`src/rtl/systolic_feeder_if.sv`:
```
// Bundle between the activation/weight buffers, the feeder and the 2x2 systolic array.
// master = upstream controller side, slave = the feeder itself.
interface systolic_feeder_if #(
  parameter int DATA_W = 16
);
  // Job control and weights
  logic              start;
  logic [2:0]        num_rows;
  logic [DATA_W-1:0] w_in1;
  logic [DATA_W-1:0] w_in2;
  logic [DATA_W-1:0] w_in3;
  logic [DATA_W-1:0] w_in4;

  // Activation row stream
  logic              s_valid;
  logic              s_ready;
  logic [DATA_W-1:0] s_data0;
  logic [DATA_W-1:0] s_data1;

  // Array-side protocol
  logic              load_weight;
  logic [DATA_W-1:0] weight1;
  logic [DATA_W-1:0] weight2;
  logic [DATA_W-1:0] weight3;
  logic [DATA_W-1:0] weight4;
  logic              valid;
  logic [DATA_W-1:0] a_in1;
  logic [DATA_W-1:0] a_in2;

  // Status
  logic              busy;
  logic              done;
  logic              err;

  modport master (
    output start, num_rows, w_in1, w_in2, w_in3, w_in4,
    output s_valid, s_data0, s_data1,
    input  s_ready,
    input  load_weight, weight1, weight2, weight3, weight4,
    input  valid, a_in1, a_in2,
    input  busy, done, err
  );

  modport slave (
    input  start, num_rows, w_in1, w_in2, w_in3, w_in4,
    input  s_valid, s_data0, s_data1,
    output s_ready,
    output load_weight, weight1, weight2, weight3, weight4,
    output valid, a_in1, a_in2,
    output busy, done, err
  );
endinterface

```
`src/rtl/systolic_feeder.sv`:
```
// Input sequencer for the 2x2 systolic array: captures weights, then turns accepted
// activation rows into a one-cycle weight load followed by column-skewed valid beats.
module systolic_feeder #(
  parameter int DATA_W       = 16,
  parameter int MAX_ROWS     = 4,
  parameter int DRAIN_CYCLES = 3
) (
  input  logic              clk,
  input  logic              reset,
  systolic_feeder_if.slave  bus
);

  localparam logic [2:0] ST_IDLE  = 3'd0;
  localparam logic [2:0] ST_LOAD  = 3'd1;
  localparam logic [2:0] ST_FEED  = 3'd2;
  localparam logic [2:0] ST_FLUSH = 3'd3;
  localparam logic [2:0] ST_DRAIN = 3'd4;

  localparam int               DRAIN_W    = (DRAIN_CYCLES > 1) ? $clog2(DRAIN_CYCLES) : 1;
  localparam logic [DRAIN_W-1:0] DRAIN_LAST = DRAIN_W'(DRAIN_CYCLES - 1);
  localparam logic [2:0]       MAX_ROWS_L = 3'(MAX_ROWS);

  typedef logic [DATA_W-1:0] data_t;

  logic [2:0]         state_q, state_d;
  logic [2:0]         rows_q, rows_d;
  logic [2:0]         cnt_q, cnt_d;
  logic [DRAIN_W-1:0] drain_q, drain_d;
  data_t              skew_q, skew_d;
  data_t              w1_q, w1_d;
  data_t              w2_q, w2_d;
  data_t              w3_q, w3_d;
  data_t              w4_q, w4_d;
  logic               load_q, load_d;
  logic               valid_q, valid_d;
  data_t              a1_q, a1_d;
  data_t              a2_q, a2_d;
  logic               done_q, done_d;
  logic               err_q, err_d;

  logic               start_legal;
  logic               s_ready;
  logic               accept;
  logic [2:0]         cnt_inc;

  assign start_legal = (bus.num_rows != 3'd0) && (bus.num_rows <= MAX_ROWS_L);
  // Ready depends only on state and the row count, never on s_valid, so no comb loop upstream.
  assign s_ready     = (state_q == ST_FEED) && (cnt_q < rows_q);
  assign accept      = s_ready && bus.s_valid;
  assign cnt_inc     = cnt_q + 3'd1;

  always_comb begin
    // NOTE: every signal gets a default before the case so no path leaves one unassigned (no latches).
    state_d = state_q;
    rows_d  = rows_q;
    cnt_d   = cnt_q;
    drain_d = drain_q;
    skew_d  = skew_q;
    w1_d    = w1_q;
    w2_d    = w2_q;
    w3_d    = w3_q;
    w4_d    = w4_q;
    load_d  = 1'b0;
    valid_d = 1'b0;
    a1_d    = '0;
    a2_d    = '0;
    done_d  = 1'b0;
    err_d   = 1'b0;

    case (state_q)
      ST_IDLE: begin
        if (bus.start) begin
          if (start_legal) begin
            rows_d  = bus.num_rows;
            w1_d    = bus.w_in1;
            w2_d    = bus.w_in2;
            w3_d    = bus.w_in3;
            w4_d    = bus.w_in4;
            load_d  = 1'b1;
            state_d = ST_LOAD;
          end else begin
            err_d = 1'b1;
          end
        end
      end

      ST_LOAD: begin
        skew_d  = '0;
        cnt_d   = '0;
        state_d = ST_FEED;
      end

      ST_FEED: begin
        if (accept) begin
          a1_d    = bus.s_data0;
          a2_d    = skew_q;
          skew_d  = bus.s_data1;
          valid_d = 1'b1;
          cnt_d   = cnt_inc;
          if (cnt_inc == rows_q) begin
            state_d = ST_FLUSH;
          end
        end
      end

      // Emits the last row's column-1 element that is still sitting in the skew register.
      ST_FLUSH: begin
        a2_d    = skew_q;
        valid_d = 1'b1;
        drain_d = '0;
        state_d = ST_DRAIN;
      end

      ST_DRAIN: begin
        if (drain_q == DRAIN_LAST) begin
          done_d  = 1'b1;
          state_d = ST_IDLE;
        end else begin
          drain_d = drain_q + 1'b1;
        end
      end

      default: begin
        state_d = ST_IDLE;
      end
    endcase
  end

  // NOTE: state is updated with non-blocking assignments so all registers see pre-edge values.
  always_ff @(posedge clk or posedge reset) begin
    if (reset) begin
      state_q <= ST_IDLE;
      rows_q  <= '0;
      cnt_q   <= '0;
      drain_q <= '0;
      skew_q  <= '0;
      w1_q    <= '0;
      w2_q    <= '0;
      w3_q    <= '0;
      w4_q    <= '0;
      load_q  <= 1'b0;
      valid_q <= 1'b0;
      a1_q    <= '0;
      a2_q    <= '0;
      done_q  <= 1'b0;
      err_q   <= 1'b0;
    end else begin
      state_q <= state_d;
      rows_q  <= rows_d;
      cnt_q   <= cnt_d;
      drain_q <= drain_d;
      skew_q  <= skew_d;
      w1_q    <= w1_d;
      w2_q    <= w2_d;
      w3_q    <= w3_d;
      w4_q    <= w4_d;
      load_q  <= load_d;
      valid_q <= valid_d;
      a1_q    <= a1_d;
      a2_q    <= a2_d;
      done_q  <= done_d;
      err_q   <= err_d;
    end
  end

  assign bus.s_ready     = s_ready;
  assign bus.busy        = (state_q != ST_IDLE);
  assign bus.load_weight = load_q;
  assign bus.weight1     = w1_q;
  assign bus.weight2     = w2_q;
  assign bus.weight3     = w3_q;
  assign bus.weight4     = w4_q;
  assign bus.valid       = valid_q;
  assign bus.a_in1       = a1_q;
  assign bus.a_in2       = a2_q;
  assign bus.done        = done_q;
  assign bus.err         = err_q;

endmodule

```
`src/flat_wrapper.sv`:
```
// flat-port wrapper written by rule: the top's interface ports become plain ports
module systolic_feeder_flat 
#(
  parameter int DATA_W       = 16,
  parameter int MAX_ROWS     = 4,
  parameter int DRAIN_CYCLES = 3
)
  (clk, reset, bus_start, bus_num_rows, bus_w_in1, bus_w_in2, bus_w_in3, bus_w_in4, bus_s_valid, bus_s_data0, bus_s_data1, bus_s_ready, bus_load_weight, bus_weight1, bus_weight2, bus_weight3, bus_weight4, bus_valid, bus_a_in1, bus_a_in2, bus_busy, bus_done, bus_err);
  systolic_feeder_if #(.DATA_W(DATA_W)) bus_i ();
  input  logic clk;
  input  logic reset;
  input wire logic [$bits(bus_i.start)-1:0] bus_start;
  input wire logic [$bits(bus_i.num_rows)-1:0] bus_num_rows;
  input wire logic [$bits(bus_i.w_in1)-1:0] bus_w_in1;
  input wire logic [$bits(bus_i.w_in2)-1:0] bus_w_in2;
  input wire logic [$bits(bus_i.w_in3)-1:0] bus_w_in3;
  input wire logic [$bits(bus_i.w_in4)-1:0] bus_w_in4;
  input wire logic [$bits(bus_i.s_valid)-1:0] bus_s_valid;
  input wire logic [$bits(bus_i.s_data0)-1:0] bus_s_data0;
  input wire logic [$bits(bus_i.s_data1)-1:0] bus_s_data1;
  output wire logic [$bits(bus_i.s_ready)-1:0] bus_s_ready;
  output wire logic [$bits(bus_i.load_weight)-1:0] bus_load_weight;
  output wire logic [$bits(bus_i.weight1)-1:0] bus_weight1;
  output wire logic [$bits(bus_i.weight2)-1:0] bus_weight2;
  output wire logic [$bits(bus_i.weight3)-1:0] bus_weight3;
  output wire logic [$bits(bus_i.weight4)-1:0] bus_weight4;
  output wire logic [$bits(bus_i.valid)-1:0] bus_valid;
  output wire logic [$bits(bus_i.a_in1)-1:0] bus_a_in1;
  output wire logic [$bits(bus_i.a_in2)-1:0] bus_a_in2;
  output wire logic [$bits(bus_i.busy)-1:0] bus_busy;
  output wire logic [$bits(bus_i.done)-1:0] bus_done;
  output wire logic [$bits(bus_i.err)-1:0] bus_err;
  assign bus_i.start = bus_start;
  assign bus_i.num_rows = bus_num_rows;
  assign bus_i.w_in1 = bus_w_in1;
  assign bus_i.w_in2 = bus_w_in2;
  assign bus_i.w_in3 = bus_w_in3;
  assign bus_i.w_in4 = bus_w_in4;
  assign bus_i.s_valid = bus_s_valid;
  assign bus_i.s_data0 = bus_s_data0;
  assign bus_i.s_data1 = bus_s_data1;
  assign bus_s_ready = bus_i.s_ready;
  assign bus_load_weight = bus_i.load_weight;
  assign bus_weight1 = bus_i.weight1;
  assign bus_weight2 = bus_i.weight2;
  assign bus_weight3 = bus_i.weight3;
  assign bus_weight4 = bus_i.weight4;
  assign bus_valid = bus_i.valid;
  assign bus_a_in1 = bus_i.a_in1;
  assign bus_a_in2 = bus_i.a_in2;
  assign bus_busy = bus_i.busy;
  assign bus_done = bus_i.done;
  assign bus_err = bus_i.err;
  systolic_feeder #(.DATA_W(DATA_W), .MAX_ROWS(MAX_ROWS), .DRAIN_CYCLES(DRAIN_CYCLES)) u_core (.clk(clk), .reset(reset), .bus(bus_i));
endmodule
```
`config.mk`:
```
export PLATFORM = sky130hd
export DESIGN_NAME = systolic_feeder_flat
export DESIGN_NICKNAME = d
export VERILOG_FILES = /design/src/rtl/systolic_feeder_if.sv /design/src/rtl/systolic_feeder.sv /design/src/flat_wrapper.sv
export SDC_FILE = /design/constraint.sdc
export NUM_CORES = 1
export LEC_CHECK = 0
export CAP_MARGIN = 20
export CELL_PAD_IN_SITES_DETAIL_PLACEMENT = 1
export CELL_PAD_IN_SITES_GLOBAL_PLACEMENT = 1
export CORE_ASPECT_RATIO = 1.1
export CORE_UTILIZATION = 36
export DETAILED_ROUTE_END_ITERATION = 10
export PLACE_DENSITY = 0.95
export SETUP_SLACK_MARGIN = 0.1
export SLEW_MARGIN = 20
export SYNTH_ARGS = -nofsm -noshare
export SYNTH_HDL_FRONTEND = slang
export SYNTH_SLANG_ARGS = --single-unit
```
`constraint.sdc`:
```
create_clock -name clk -period 8.7 [get_ports clk]
set_clock_uncertainty 0.15 [all_clocks]
set_input_delay 1.305 -clock clk [delete_from_list [all_inputs] [get_ports clk]]
set_output_delay 1.305 -clock clk [all_outputs]
set_load 0.01 [all_outputs]
```
Word-level counts from Yosys, hierarchy flattened
Index checks and enable logic that the tools add are counted.
{"block": "totals", "register_bits": 127, "latchBits": 0, "ram_bits": 0, "mem_bits_ro": 0, "inputBits": 103, "output_inout_bits": 102, "n_memories": 0}
{"block": "classes", "add_sub_neg": 2, "multipliers": 0, "div": 0, "magnitude_cmp": 2, "eq_ne": 12, "n_shift": 0, "mux": 26, "n_bitwise": 0, "n_reduce_logical": 12}
{"cell": "16-bit two-way mux", "count": 4}
{"cell": "16-bit one-hot mux with 2 select lines", "count": 2}
{"cell": "3-bit two-way mux", "count": 6}
{"cell": "3-bit one-hot mux with 5 select lines", "count": 1}
{"cell": "1-bit two-way mux", "count": 9}
{"cell": "3-bit by 2-bit equality test with 1-bit output, second input constant", "count": 2}
{"cell": "2-bit by 1-bit != test with 1-bit output, second input constant", "count": 3}
{"cell": "2-bit != test, second input constant", "count": 3}
{"cell": "3-bit one-hot mux with 2 select lines", "count": 1}
{"cell": "3-bit nonzero test", "count": 2}
{"cell": "5-bit AND reduction", "count": 1}
{"cell": "2-bit one-hot mux with 2 select lines", "count": 1}
{"cell": "2-bit AND reduction", "count": 2}
{"cell": "2-bit nonzero test", "count": 2}
{"cell": "3-bit by 1-bit adder with 3-bit output, second input constant", "count": 1}
{"cell": "3-bit by 1-bit equality test with 1-bit output, second input constant", "count": 1}
{"cell": "3-bit equality test", "count": 1}
{"cell": "3-bit equality test, second input constant", "count": 1}
{"cell": "3-bit less-or-equal comparator, second input constant", "count": 1}
{"cell": "1-bit logical AND", "count": 3}
{"cell": "3-bit logical NOT", "count": 1}
{"cell": "3-bit < comparator", "count": 1}
{"cell": "3-bit AND reduction", "count": 1}
{"cell": "2-bit by 1-bit adder with 2-bit output, second input constant", "count": 1}
{"cell": "3 further kinds", "count": 3}

Logic depth before layout (Yosys ltp)
Gate-level depths: netlist (run 1).
{"block": "depth", "word_depth": 5, "mapped_depth": 8}

Worst setup path after synthesis (run 1)
Ideal clock, no wire load.
{"block": "synth_timing", "kind": "register -> output", "start": "reg u_core.cnt_q[2]", "end": "out bus_s_ready", "arrival_ns": 1.258, "slack_ns": 5.987, "path_stages_with_launch": 5, "n_path_buf": 0, "path_cell_list": "dfrtp_1 > ha_1 > a21oi_2 > nand2_1 > nor3_1"}
{"block": "synth_between", "elab_chain_len": 2}
{"element": "from (decl)", "line": "systolic_feeder.sv:27", "text": "logic [2:0] cnt_q, cnt_d;"}
{"element": "from (signal assigned)", "line": "systolic_feeder.sv:150", "text": "cnt_q <= cnt_d;"}
{"element": "3-bit < comparator", "line": "systolic_feeder.sv:48", "text": "assign s_ready = (state_q == ST_FEED) && (cnt_q < rows_q);"}
{"element": "1-bit logical AND", "line": "systolic_feeder.sv:48"}
{"element": "to (decl)", "line": "flat_wrapper.sv:21", "text": "output wire logic [$bits(bus_i.s_ready)-1:0] bus_s_ready;"}
No other way between the ends.

Worst setup path after layout (run 1)
{"block": "layout_timing", "start": "reg u_core.rows_q[2]", "end": "out bus_s_ready"}
{"block": "layout_between", "elab_chain_len": 2}
{"element": "from (decl)", "line": "systolic_feeder.sv:26", "text": "logic [2:0] rows_q, rows_d;"}
{"element": "from (signal assigned)", "line": "systolic_feeder.sv:149", "text": "rows_q <= rows_d;"}
{"element": "3-bit < comparator", "line": "systolic_feeder.sv:48"}
{"element": "1-bit logical AND", "line": "systolic_feeder.sv:48"}
No other way between the ends.

==> flow_summary_export.csv, run 1 <==
group,metric,value,unit
outcome,status,"finished, final reports clean",
placed_design,io_buffer_count,204,
route,firstDrtPassIters,6,
floorplan,coreArea,0.0137,mm2
setup_path,worstPathCellList,"inv_1 -> ha_1 -> a21oi_2 -> nand2_1 -> nor3_1 -> clkdlybuf4s50_1",
finish,antenna_cells,0,
route,via_count,3768,
logic_synthesis,yosys.area_share.adder,1.24,%
setup_path,rr_startpoint,"u_core.rows_q[2]$_DFFE_PP0P_",
logic_synthesis,synthArstFlopShare,100,%
placed_design,gp_congestion,0.776,
hold_path,hp-start,"u_core.skew_q[3]$_DFFE_PP0P_",
setup_path,critPathArrivalTime,2290,ps
clock_network,cts.root.buffer_cell,"clkbuf_16",
global_routing,grt_pass1_vias,4225,
floorplan,std_cell_rows,45,
setup_path,path_max_fanout,4,
logic_synthesis,syn_area,0.00505,mm2
logic_synthesis,ys_seq_area_share,62.9,%
logic_synthesis,synth_nets,488,
global_routing,grt_usage,20.8,%
clock_network,post_cts_buffers,0,
route,first_iter_violations,130,
clock_network,clk_latency,410,ps
logic_synthesis,synth-simple-area-share,9.80,%
finish,utilization,57.6,%
logic_synthesis,synthXorXnorAreaFrac,0.866,%
hold_path,hold_path_depth,1,
route,vias_per_cell,4.81,
setup_path,slowest_stage,"clkdlybuf4s50_1",
global_routing,antenna_found_initial,0,
clock_network,cts_made_buffers,17,
sta,fin_crit_sh,43.1,%
clock_network,clkSinkCount,127,
setup_path,path_class,"register to output pin",
power_and_ir_drop,power_frac_seq,34.2,%
floorplan,die_x,115,um
sta,setup_tns,0,ps
power_and_ir_drop,p_leak,3.52,nW
power_and_ir_drop,p_int,1.94,mW
sta,fin_hold_ws,347,ps
logic_synthesis,synth_compound_area_share,7.65,%
finish,post_route_cells_drive_above_1_share,18.3,%
setup_path,slowest_delay,570,ps
sta,timing.fmax,267,MHz
logic_synthesis,ys_seq_elements,127,
global_routing,grt_pass1_wl,22.4,mm
logic_synthesis,synth_ff_type,"dfrtp_1",
power_and_ir_drop,p_total,2.82,mW
sta,hold_viol_final,0,
placed_design,placedInstanceArea,0.00726,mm2
clock_network,cts_tree,"done",
sta,finalSetupViolCount,0,
sta,relSlewSlack,37.8,%
sta,drv_slew,0,
logic_synthesis,syn_avg_cell_area,13.3,um2
logic_synthesis,netlist_instances,380,
setup_path,worstPathRequired,7240,ps
floorplan,die-area,0.0145,mm2
power_and_ir_drop,switching_share,31.2,%
sta,fin_crit,3750,ps
finish,nets,690,
power_and_ir_drop,power_density,357,mW/mm2
floorplan,die_y,126,um
floorplan,num_io_pins,205,
finish,syn2layout_area_growth,56.4,%
sta,worst_pin_slew,933,ps
finish,design_area,0.00791,mm2
setup_path,critPathLaunch,"u_core.rows_q[2]$_DFFE_PP0P_",
power_and_ir_drop,comb_power_share,38.9,%
logic_synthesis,synth_edf_count,0,
setup_path,endpoint_kind,"output pin",
clock_network,clk_path_buf_depth,2,
route,routed_wl,14.1,mm
setup_path,startpoint_type,"register",
logic_synthesis,ys_warn_count,0,
setup_path,r2r_cells,6,
placed_design,dpl.hpwl,10.1,mm
route,drc,0,
power_and_ir_drop,ir_worst_vdd,0.151,mV
route,wire_per_inst,18.0,um
finish,nFillCells,1410,
power_and_ir_drop,net-switching-power,880,uW
global_routing,grt_overflow,0,
route,postRouteAntennaNets,0,
logic_synthesis,synth_top_family_by_area,"multiplexers",
logic_synthesis,synth_mux_area_share,14.7,%
logic_synthesis,synth_cell_types,34,
global_routing,grt_max_degree,71,
floorplan,initial_utilization,36.8,%
clock_network,cts_hold_buf,0,
run,max-cap-violations,0,
clock_network,ctsResizeCount,0,
power_and_ir_drop,p_clk_share,26.9,%
hold_path,min_path_type,"register to register",
clock_network,clkSlewWorstSetupHoldPaths,60,ps
clock_network,htree_levels,4,
sta,grt_setup_unrepaired,"no",
sequential cells by signal (all words and copies together) (netlist names):
name and flops:
u_core.state_q 3, u_core.bus.valid 1, u_core.bus.weight2 16, u_core.cnt_q 3
u_core.skew_q 16, u_core.bus.load_weight 1, u_core.bus.a_in1 16, u_core.bus.weight1 16
u_core.rows_q 3, u_core.bus.done 1, u_core.bus.weight3 16, u_core.bus.err 1
u_core.bus.weight4 16, u_core.bus.a_in2 16, u_core.drain_q 2
Yosys cell counts, drive strengths merged (2+ instances only):
cell      n  area (um2)
and2     32         200
o31ai    19         143
inv       9        33.8
nand3    19         100
clkbuf    9        33.8
mux2     66         743
a21o     18         135
ha        5        62.6
a21oi     5        28.8
nor3      5        36.3
nand3b    2        15.0
dfrtp   127        3180
xnor2     4        35.0
nor2      6        22.5
nand2    22        82.6
a211oi    2        15.0
nand2b    3        18.8
buf      15        77.6
o21ai     2        10.0
final timing paths:
path | endpoint | slack [ps]
max | bus_s_ready | 4950
min in group asynchronous | u_core.bus.weight4[15]$_DFFE_PP0P_ | 1220
max in group asynchronous | u_core.bus.weight4[12]$_DFFE_PP0P_ | 5790
min | u_core.skew_q[3]$_DFFE_PP0P_ | 350
min reg2reg | u_core.skew_q[3]$_DFFE_PP0P_ | 350
max reg2reg | u_core.state_q[0]$_DFFE_PP0P_ | 5890
cells in the final DEF (no fill, tap or decap), types with 2 or more instances in the layout:
master / synthesis / routed
xnor2_1: 4 / 4
nand2_1: 22 / 22
o31ai_1: 19 / 19
nand3_1: 18 / 17
clkbuf_16: 0 / 17
a21o_1: 18 / 18
clkdlybuf4s50_1: 0 / 204
clkinv_2: 0 / 4
inv_1: 9 / 8
nor2_1: 6 / 6
ha_1: 5 / 5
nor3_1: 4 / 3
dfrtp_1: 127 / 127
nand3b_1: 2 / 2
nand2b_1: 3 / 3
a21oi_2: 1 / 2
mux2_2: 66 / 66
and2_1: 32 / 32
a211oi_1: 2 / 2
o21ai_0: 2 / 2
a21oi_1: 4 / 3
buf_4: 3 / 3
clkbuf_8: 0 / 4
bufinv_16: 0 / 4
layout make-up:
class / count / area, um2 / share of cell area (%)
clock buffers: 22 / 484 / 6.12
inverters: 9 / 36.3 / 0.459
repair buffers: 207 / 2060 / 26.1
well taps: 188 / 235 / 2.97
multi-input cells: 220 / 1750 / 22.2
clock inverters: 10 / 156 / 1.98
flip-flops and latches: 127 / 3180 / 40.2
logic make-up after synthesis:
kind of cell               Yosys count
xor gates and xnor gates             5
muxes                               66
AOI/OAI and AO/OA                   52
and+or+nand+nor                     92
buffers and inverters               33
adders and majority gates            5
DFF                                127
per-layer routing:
layer | part of all wire, % | track usage, %
met4 | 2.2 | 8.71
met3 | 5.8 | 6.40
met1 | 36 | 21.3
met5 | 0 | 0
met2 | 56 | 38.4
power groups by stage:
stage          logic, mW  clock network, mW  registers [mW]
2_1_floorplan      0.475                  0            1.02
3_3_place_gp        1.05                  0           0.947
3_5_place_dp        1.10                  0           0.973
4_1_cts             1.11              0.777           0.967
5_1_grt             1.19              0.802           0.992
6_report            1.10              0.759           0.964
per-stage QoR:
step	std cells	setup slack (ps)
finish	783	4950
global route	783	4830
CTS	783	4950
detailed placement	751	4830
global placement	751	4940
floorplan	380	3860
critical path, delay by kind of cell (launching register included):
family | cells | cell delay [ps]
flops | 1 | 400
fa+ha+maj | 1 | 300
compound gates | 1 | 260
simple gates | 2 | 280
buf+inv | 2 | 630
(Power assumes the default switching activity.)
==> inputs of run 2 (changes only) <==
--- a/config.mk
+++ b/config.mk
@@ -9,9 +9,9 @@
 export CELL_PAD_IN_SITES_DETAIL_PLACEMENT = 1
 export CELL_PAD_IN_SITES_GLOBAL_PLACEMENT = 1
 export CORE_ASPECT_RATIO = 1.1
-export CORE_UTILIZATION = 36
+export CORE_UTILIZATION = 30
 export DETAILED_ROUTE_END_ITERATION = 10
-export PLACE_DENSITY = 0.95
+export PLACE_DENSITY = 0.86
 export SETUP_SLACK_MARGIN = 0.1
 export SLEW_MARGIN = 20
 export SYNTH_ARGS = -nofsm -noshare
==> constraint.sdc (replaced) <==
create_clock -name clk -period 3.1 [get_ports clk]
set_clock_uncertainty 0.15 [all_clocks]
set_input_delay 0.465 -clock clk [delete_from_list [all_inputs] [get_ports clk]]
set_output_delay 0.465 -clock clk [all_outputs]
set_load 0.01 [all_outputs]
==> flow_summary_export.csv, run 2 (same netlist as run 1, synthesis figures left out) <==
group,metric,value,unit
finish,final_cell_mix,"clkdlybuf4s50_1, dfrtp_1, mux2_2",
sta,setup_tns,0,ps
run,max-cap-violations,0,
route,drc,0,
global_routing,grt_pass1_vias,4206,
setup_path,path_class,"register to output pin",
finish,antenna_cells,0,
clock_network,post_cts_buffers,0,
placed_design,pre_cts_slack,330,ps
floorplan,coreArea,0.0164,mm2
setup_path,worstPathCellList,"ha_1 -> a21oi_2 -> nand2_1 -> nor3_1 -> clkdlybuf4s50_1",
hold_path,min_path_type,"register to register",
power_and_ir_drop,p_leak,3.52,nW
placed_design,gp_congestion,0.773,
floorplan,initial_utilization,30.8,%
outcome,status,"finished, final reports clean",
route,routed_wl,14.0,mm
route,firstDrtPassIters,4,
placed_design,dpl.hpwl,9.96,mm
route,wire_per_inst,17.4,um
setup_path,cp-endpoint,"bus_s_ready",
power_and_ir_drop,power_density,997,mW/mm2
route,vias_per_cell,4.68,
placed_design,io_buffer_count,204,
clock_network,htree_levels,4,
clock_network,cts_made_buffers,17,
route,highest_layer,"met4",
sta,grt_setup_unrepaired,"no",
route,first_iter_violations,171,
clock_network,clkSinkCount,127,
setup_path,slowest_delay,570,ps
setup_path,r2r_end,"u_core.state_q[0]$_DFFE_PP0P_",
route,postRouteAntennaNets,0,
setup_path,startpoint_type,"register",
floorplan,num_io_pins,205,
sta,relSlewSlack,42.0,%
clock_network,ctsResizeCount,0,
power_and_ir_drop,ir_worst_vdd,0.681,mV
floorplan,die_x,126,um
finish,syn2layout_area_growth,57.3,%
route,wl_met3,740,um
setup_path,endpoint_kind,"output pin",
sta,fin_ws,235,ps
sta,hold_viol_final,0,
floorplan,die_y,138,um
setup_path,slowest_stage,"clkdlybuf4s50_1",
global_routing,grt_max_degree,128,
setup_path,critPathArrivalTime,2250,ps
setup_path,rrSetupSlack,850,ps
finish,nets,694,
clock_network,cts.root.buffer_cell,"clkbuf_16",
global_routing,grt_usage,16.7,%
route,via_count,3759,
sta,fin_crit,2860,ps
global_routing,grt_overflow,0,
global_routing,antenna_found_initial,0,
global_routing,grt_pass1_wl,22.5,mm
clock_network,clk_path_buf_depth,2,
sta,timing.fmax,349,MHz
floorplan,std_cell_rows,49,
clock_network,cts_hold_buf,0,
finish,post_route_cells_drive_above_1_share,18.2,%
clock_network,cts_tree,"done",
finish,final_common_cell,"clkdlybuf4s50_1",
clock_network,clkSlewWorstSetupHoldPaths,60,ps
floorplan,die-area,0.0174,mm2
route,wl_met2,7.63,mm
setup_path,critPathLaunch,"u_core.cnt_q[2]$_DFFE_PP0P_",
setup_path,r2r_cells,5,
sta,finalSetupViolCount,0,
sta,fin_crit_sh,92.4,%
sta,drv_slew,0,
setup_path,worstPathRequired,2480,ps
setup_path,rr_startpoint,"u_core.cnt_q[2]$_DFFE_PP0P_",
setup_path,path_max_fanout,5,
route,m1WireLength,5.38,mm
clock_network,clk_latency,410,ps
sta,worst_pin_slew,870,ps
==> run 2: cell types whose count changed in the layout (fill, tap and decap cells not counted), moves of 2 or more <==
cell / change
clkinvlp_4: +2
buf_4: +3
clkbuf_1: +3
clkbuf_8: -4
==> run 2: area by class of cell <==
type | instances | area [um2]
Clock inverter | 11 | 189
Tap cell | 204 | 255
Timing Repair Buffer | 211 | 2110
Multi-Input combinational cell | 220 | 1740
Sequential cell | 127 | 3180
Clock buffer | 21 | 440
Fill cell | 1696 | 8480
Inverter | 9 | 37.5
==> run 2: worst min path at each step <==
stage,start,end,slack (ps),cells after the start
finish,u_core.skew_q[9]$_DFFE_PP0P_,u_core.skew_q[9]$_DFFE_PP0P_,350,1
global route,u_core.bus.weight2[14]$_DFFE_PP0P_,u_core.bus.weight2[14]$_DFFE_PP0P_,360,1
CTS,u_core.skew_q[9]$_DFFE_PP0P_,u_core.skew_q[9]$_DFFE_PP0P_,350,1
detailed placement,u_core.skew_q[9]$_DFFE_PP0P_,u_core.skew_q[9]$_DFFE_PP0P_,340,1
global placement,u_core.skew_q[1]$_DFFE_PP0P_,u_core.skew_q[1]$_DFFE_PP0P_,320,1
floorplan,u_core.skew_q[0]$_DFFE_PP0P_,u_core.skew_q[0]$_DFFE_PP0P_,310,1
==> run 2: stage by stage <==
stage	instances	total power, mW	util [%]	hold WS, ps	instance area, um2
after global routing	803	8.39	48.4	361	7950
after floorplan	380	4.20	-	313	5060
after global placement	771	5.67	44.6	324	7320
final	803	7.93	48.4	345	7950
after CTS	803	8.06	48.4	351	7950
after detailed placement	771	5.88	44.6	337	7320
==> run 2: routing by layer <==
| layer | up-vias | GRT usage [%] |
|---|---|---|
| li1 | 1720 | - |
| met5 | - | 0 |
| met4 | 0 | 6.66 |
| met2 | 132 | 30.1 |
| met3 | 14 | 4.26 |
| met1 | 1893 | 18.6 |
==> run 2: where the power goes <==
| part | leakage (nW) | switching, mW | internal, mW | total [mW] |
|---|---|---|---|---|
| combinational | 1.61 | 1.36 | 1.74 | 3.10 |
| sequential | 1.60 | 0.393 | 2.31 | 2.70 |
| clock | 0.301 | 0.705 | 1.42 | 2.13 |
| total | 3.52 | 2.46 | 5.47 | 7.93 |
==> run 2: critical path, delay by kind of cell, from the launching register on <==
| kind | cells | cell delay, ps |
|---|---|---|
| flops | 1 | 440 |
| simple gates | 2 | 270 |
| compound gates | 1 | 200 |
| buf+inv | 1 | 570 |
| fa+ha+maj | 1 | 360 |
==> inputs of run 3 (changes only) <==
--- a/config.mk
+++ b/config.mk
@@ -13,7 +13,6 @@
 export DETAILED_ROUTE_END_ITERATION = 10
 export PLACE_DENSITY = 0.86
 export SETUP_SLACK_MARGIN = 0.1
-export SLEW_MARGIN = 20
 export SYNTH_ARGS = -nofsm -noshare
 export SYNTH_HDL_FRONTEND = slang
 export SYNTH_SLANG_ARGS = --single-unit
==> results of run 3 <==
Final layout, timing and power as in run 2 (identical DEF).
